**src/rtl/spi_controller.sv**
```systemverilog
// spi_controller: SPI mode-0 byte master with start/busy/done handshake and CS hold between bytes
module spi_controller #(
  parameter int CLK_FREQUENCY  = 100_000_000,
  parameter int SCLK_FREQUENCY = 10_000_000
) (
  input  logic       clk,
  input  logic       rst,
  input  logic       start,
  input  logic [7:0] data_to_send,
  input  logic       hold_cs,
  output logic [7:0] data_received,
  output logic       busy,
  output logic       done,
  output logic       spi_sclk,
  output logic       spi_mosi,
  input  logic       spi_miso,
  output logic       spi_cs
);
  localparam int HALF_PERIOD = CLK_FREQUENCY / (2 * SCLK_FREQUENCY);
  localparam int CW = $clog2(HALF_PERIOD < 2 ? 2 : HALF_PERIOD);
  localparam logic [2:0] IDLE = 3'd0, LOW = 3'd1, HIGH = 3'd2, WAIT = 3'd3, CS_TAIL = 3'd4, CS_GAP = 3'd5;
  if (HALF_PERIOD < 2) begin : g_bad_half_period
    $fatal(1, "spi_controller: HALF_PERIOD must be >= 2");
  end
  logic [2:0] state;
  logic [CW-1:0] cnt;
  logic [2:0] bit_cnt;
  logic [7:0] tx_shift, rx_shift;
  logic timed, expire, load;
  assign timed = state == LOW || state == HIGH || state == CS_TAIL || state == CS_GAP;
  assign expire = timed && cnt == CW'(HALF_PERIOD - 1);
  assign load = start && (state == IDLE || state == WAIT);
  always_ff @(posedge clk) begin
    if (rst) begin
      state <= IDLE;
      cnt <= '0;
      bit_cnt <= '0;
      tx_shift <= '0;
      rx_shift <= '0;
      data_received <= '0;
      busy <= 1'b0;
      done <= 1'b0;
      spi_sclk <= 1'b0;
      spi_mosi <= 1'b0;
      spi_cs <= 1'b1;
    end else begin
      done <= 1'b0;
      cnt <= timed && !expire ? cnt + 1'b1 : '0;
      if (load) begin
        tx_shift <= data_to_send;
        spi_mosi <= data_to_send[7];
        spi_cs <= 1'b0;
        bit_cnt <= '0;
        busy <= 1'b1;
        state <= LOW;
      end else if (expire) begin
        case (state)
          LOW: begin
            spi_sclk <= 1'b1;
            rx_shift <= {rx_shift[6:0], spi_miso};
            state <= HIGH;
          end
          HIGH: begin
            spi_sclk <= 1'b0;
            if (bit_cnt != 3'd7) begin
              tx_shift <= tx_shift << 1;
              spi_mosi <= tx_shift[6];
              bit_cnt <= bit_cnt + 1'b1;
              state <= LOW;
            end else begin
              data_received <= rx_shift;
              done <= 1'b1;
              state <= hold_cs ? WAIT : CS_TAIL;
            end
          end
          CS_TAIL: begin
            spi_cs <= 1'b1;
            state <= CS_GAP;
          end
          default: begin
            busy <= 1'b0;
            state <= IDLE;
          end
        endcase
      end else if (state == WAIT && !hold_cs) begin
        state <= CS_TAIL;
      end
    end
  end
endmodule

```
**config.mk**
```make
export PLATFORM = sky130hd
export DESIGN_NAME = spi_controller
export DESIGN_NICKNAME = d
export VERILOG_FILES = /design/src/rtl/spi_controller.sv
export SDC_FILE = /design/constraint.sdc
export NUM_CORES = 1
export LEC_CHECK = 0
export CAP_MARGIN = 20
export CORE_ASPECT_RATIO = 1.1
export CORE_MARGIN = 2
export CORE_UTILIZATION = 35
export CTS_CLUSTER_SIZE = 12
export DETAILED_ROUTE_END_ITERATION = 10
export HOLD_SLACK_MARGIN = 0.08
export PLACE_DENSITY = 0.63
export SETUP_SLACK_MARGIN = 0.3
export SLEW_MARGIN = 25
export SYNTH_ARGS = -nofsm -noshare
export SYNTH_HDL_FRONTEND = slang
export SYNTH_SLANG_ARGS = --single-unit
```
**constraint.sdc**
```tcl
create_clock -name clk -period 1.4 [get_ports clk]
set_input_delay 0.21 -clock clk [delete_from_list [all_inputs] [get_ports clk]]
set_output_delay 0.21 -clock clk [all_outputs]
set_load 0.05 [all_outputs]
```
# [After elaboration in Yosys (flattened, before gate mapping)]
# Cells that the tools add are included.
[op_classes] n_eq_ne=8 mux=22 n_addsub=2 n_reduce_logical=29 n_bitwise=5
[op_table] cell="7-bit 2-to-1 mux" n=4
[op_table] cell="1-bit 2-to-1 mux" n=12
[op_table] cell="3-bit 2-to-1 mux" n=4
[op_table] cell="3-bit AND reduction" n=4
[op_table] cell="2-bit nonzero test" n=6
[op_table] cell="3-bit == test (second input constant)" n=3
[op_table] cell="3-bit one-hot mux with 3 select lines" n=1
[op_table] cell="3-bit by 1-bit adder with 3-bit output (second input constant)" n=2
[op_table] cell="3-bit by 2-bit == test with 1-bit output (second input constant)" n=2
[op_table] cell="1-bit NOT" n=5
[op_table] cell="1-bit logical AND" n=4
[op_table] cell="1-bit logical OR" n=4
[op_table] cell="2-bit AND reduction" n=2
[op_table] cell="4-bit AND reduction" n=1
[op_table] cell="2-bit OR reduction" n=2
[op_table] cell="4-bit OR reduction" n=1
[op_table] cell="3-bit by 1-bit == test with 1-bit output (second input constant)" n=1
[op_table] cell="3-bit zero test" n=1
[op_table] cell="3-bit inequality test (second input constant)" n=1
[op_table] cell="3-bit nonzero test" n=1
[op_table] cell="3-bit OR reduction" n=1
[op_table] cell="1-bit zero test" n=2
[op_table] cell="2-bit by 1-bit inequality test with 1-bit output (second input constant)" n=1
[op_table] cell="1-bit one-hot mux with 2 select lines" n=1
[totals] register_bits=37 output_inout_bits=13 input_bits=13 elab_cells=78

# [Depth between registers and ports, before layout]
[logic_depth] word_depth=9 mapped_depth=7 mapped_depth_nobuf=6

# [Worst setup path before layout]
# Ideal clock, no wire load.
[synth_path] kind="register to register" startpoint="reg bit_cnt[0]" endpoint="reg spi_mosi" period_less_slack_ns=1.505 path_stages_with_launch=7 path_slack_ns=-0.105 required_ns=1.314 path_buffers=1 arrival_time_ns=1.420 path_cell_list="dfxtp_1 > ha_1 > ha_1 > nand4b_2 > buf_6 > mux2i_1 > a211oi_1"
[synth_between] elab_chain_len=3
[synth_rtl] element="start, declared" line_no="27" source="logic [2:0] bit_cnt;"
[synth_rtl] element="start signal, assigned" line_no="68" source="bit_cnt <= bit_cnt + 1'b1;"
[synth_rtl] element="3-bit inequality test" line_no="65" source="if (bit_cnt != 3'd7) begin"
[synth_rtl] element="2-bit nonzero test (no line)"
[synth_rtl] element="3-bit AND reduction (no line)"
[synth_rtl] element="end signal, assigned" line_no="51" source="spi_mosi <= data_to_send[7];"
[synth_rtl] element="end signal, assigned" line_no="67" source="spi_mosi <= tx_shift[6];"
[synth_rtl] element="end, declared" line_no="15" source="output logic spi_mosi,"
# Every way passes these cells.
# A chain may end at the register's enable or synchronous reset.

# [Worst setup path after layout]
[layout_path] startpoint="reg bit_cnt[1]" endpoint="reg data_received[3]"
[layout_between] elab_chain_len=3
[layout_rtl] element="3-bit inequality test" line_no="65"
[layout_rtl] element="1-bit NOT (no line)"
[layout_rtl] element="4-bit AND reduction (no line)"
[layout_rtl] element="end signal, assigned" line_no="71" source="data_received <= rx_shift;"
[layout_rtl] element="end, declared" line_no="11" source="output logic [7:0] data_received,"
# Every way passes these cells.

==> flow_metrics.tcl <==
set metrics [dict create \
    top_level_ports 26 \
    grt_pass1_vias 1347 \
    slew_violations 0 \
    globalRoute.totalOverflow 0 \
    power.static_leakage_uw 0.00104 \
    post_drt_via_cell_ratio 5.12 \
    synth_edf_count 0 \
    numPortBuffers 25 \
    grt_max_degree 22 \
    global_route.usage.total_pct 16.0 \
    critical_path_arrival_ns 1.69 \
    skew_ns 0.00229 \
    vdd_drop_max_v 0.000467 \
    maxCapViolCount 0 \
    post-route-util_pct 56.7 \
    root_buffer "clkbuf_8" \
    synth_most_common_cell "dfxtp_1" \
    clkSlewWorstSetupHoldPaths_ns 0.07 \
    outcome "finished, violations left" \
    hold_path_startpoint "tx_shift[0]" \
    routabilityCongestion 0.964 \
    achievable-frequency_mhz 662 \
    synth.lib_cells_used.distinct 38 \
    cts_sinks 37 \
    areaGrowthSynthToFinish_pct 53.5 \
    setup.worst_path.start_class "flip-flop" \
    synth_async_sr_flop_share_pct 0 \
    row_count 25 \
    timing.hold.worst_endpoint "tx_shift[0]" \
    clock_tree.buffer_depth 2 \
    final.min_clock_period_ns 1.51 \
    r2r-end "data_received[3]" \
    fp.coreArea_um2 4380 \
    detail_route.wl_per_cell_um 14.5 \
    worstReg2RegStart "bit_cnt[1]" \
    yosys.area.top_type "dfxtp_1" \
    worst-r2r-cell-count 7 \
    setup-violations-final 18 \
    hold_violation_count_in_the_final_report 0 \
    synth_seq_cells 37 \
    synthCells 164 \
    grt_setup_unrepaired "true" \
    finalWorstSetupSlack_ns -0.110 \
    drive_above_1_share_pct 38.9 \
    synth.avg_cell_area_um2 9.86 \
    start_util_pct 36.9 \
    worst_slew_pin_slew_ns 0.302 \
    numCtsBuffers 5 \
    route.vias.total 1356 \
    antenna_found_initial 0 \
    die_area_um2 5180 \
    relSlewSlack_pct 79.8 \
    ys_seq_area_share_pct 45.8 \
    synth.cells.most_frequent "37 x dfxtp_1, 29 x nor2_1, 25 x mux2i_1" \
    postCtsHoldBufs 0 \
    die_height_um 75.3 \
    kind_of_path_behind_the_tightest_hold_check "flip-flop to flip-flop" \
    violations "negative setup slack" \
    tritoncts "done" \
    detailedPlacementHpwl_mm 2.62 \
    part_of_the_cycle_the_worst_path_needs_pct 108 \
    r2r_slack_ns -0.11 \
    synth_ff_type "dfxtp_1" \
    synth_top_cell_area_share_pct 45.8 \
    insertion_delay_ns 0.29 \
    ys.warnings.count 0 \
    insertedDiodeCount 0 \
    routed_wirelength_mm 3.85 \
    drc 0 \
    global_route_wire_length_before_repair_mm 6.18 \
    critical_path_required_ns 1.57 \
    holdPathStages 2 \
    synthesis.nets 181 \
    dp_worst_setup_slack_ns -0.125 \
    timing.setup.critical_path_class "flip-flop to flip-flop" \
    synth_top_area_cells "dfxtp_1 46%, mux2i_1 15%, nor2_1 6.7%" \
    kind_of_capture_point_of_the_worst_setup_path "flip-flop" \
    die_width_um 68.8 \
    count_of_nets_left_with_antenna_violations_after_detail_routing 0 \
    htreeDepth 2 \
    critical_path.max_fanout 4 \
    syn_area_um2 1620 \
    final_nets 228 \
    power_per_cell_area_nw_per_um2 828 \
    dr.pass1.iters 4 \
    detail_route.iter0.violations 65 \
]
==> repair_timing <==
item,CTS,global route
setup buffers,2,5
gates cloned,1,1
endpoints found under the setup margin,37,39
resized for setup,16,16
pin swaps,7,8
==> metrics by stage <==
step	hold WS, ns	cell area [µm²]	power [µW]	std cells	setup TNS [ns]
2_1_floorplan	0.357	1690	1250	164	0
3_3_place_gp	0.408	2210	1350	249	-0.353
3_5_place_dp	0.417	2210	1350	249	-1.10
4_1_cts	0.482	2370	2070	259	-0.743
5_1_grt	0.505	2480	2140	265	-3.42
6_report	0.479	2480	2050	265	-1.42
==> flip-flops by register name (all words and copies together), names as in the netlist, 3 cells and up <==
register,cells
data_received,8
rx_shift,8
tx_shift,7
bit_cnt,3
cnt,3
state,3
==> power breakdown <==
group / internal, µW / switching [µW]
Sequential: 1080 / 26.1
Combinational: 120 / 113
Clock: 344 / 369
Total: 1550 / 509
==> how the worst max path moves through the flow <==
stage	slack (ns)	start	depth (start not counted)	endpoint
2_1_floorplan	0.05	bit_cnt[0]	6	spi_mosi
3_3_place_gp	-0.06	hold_cs	5	state[0]
3_5_place_dp	-0.12	hold_cs	5	state[0]
4_1_cts	-0.08	bit_cnt[1]	7	data_received[7]
5_1_grt	-0.19	bit_cnt[1]	7	data_received[4]
6_report	-0.11	bit_cnt[1]	7	data_received[3]
==> cells by family (layout without fill, tap and decap cells) <==
group | after synthesis | count (layout) | share of synthesized area, %
AND/OR/NAND/NOR | 55 | 56 | 17.4
flip-flops | 37 | 37 | 45.8
multiplexers | 25 | 25 | 15.5
AO/OA/AOI/OAI | 23 | 23 | 10.1
buffers and inverters | 16 | 62 | 5.96
adder cells (fa/ha/maj) | 4 | 4 | 3.10
XOR/XNOR | 4 | 4 | 2.17
==> area by class of cell <==
class                           count  area [µm²]
Clock buffer                        6        72.6
Fill cell                         385        1900
Clock inverter                      1        8.76
Sequential cell                    37         756
Multi-Input combinational cell    112         950
Timing Repair Buffer               49         604
Tap cell                           54        67.6
Inverter                            6        22.5
==> critical path: stages (launching register included) <==
cell and delay [ns]:
dfxtp_2 0.36, ha_4 0.14, ha_4 0.16, nand2_4 0.06, nor4_4 0.22, buf_4 0.21, mux2i_1 0.19, nor2_1 0.05
==> cells in the final DEF (no fill, tap or decap), types with 2 or more instances in the layout <==
cell type,count
inv_2,4
nor2_2,3
clkbuf_8,5
inv_1,2
xnor2_1,3
clkdlybuf4s50_1,12
buf_6,5
nand2_4,2
dfxtp_2,9
a21oi_1,4
nor2_1,27
ha_4,3
buf_4,17
and3_4,2
dfxtp_1,27
mux2i_1,25
nand3_1,3
nand2_1,2
nand3_2,2
buf_12,15
a211oi_1,8
nand2b_1,3
==> layer usage <==
metal  wire length [µm]  GRT usage, %  share of wire [%]  up-vias
met1               1500          18.1                 39      644
met3                186          4.93                4.8        6
met2               2100          27.9                 55       39
li1                   -             -                  -      667
met4                 58          6.75                1.5        0
met5                  0             0                  0        -
Power figures use the tool's default switching activity.
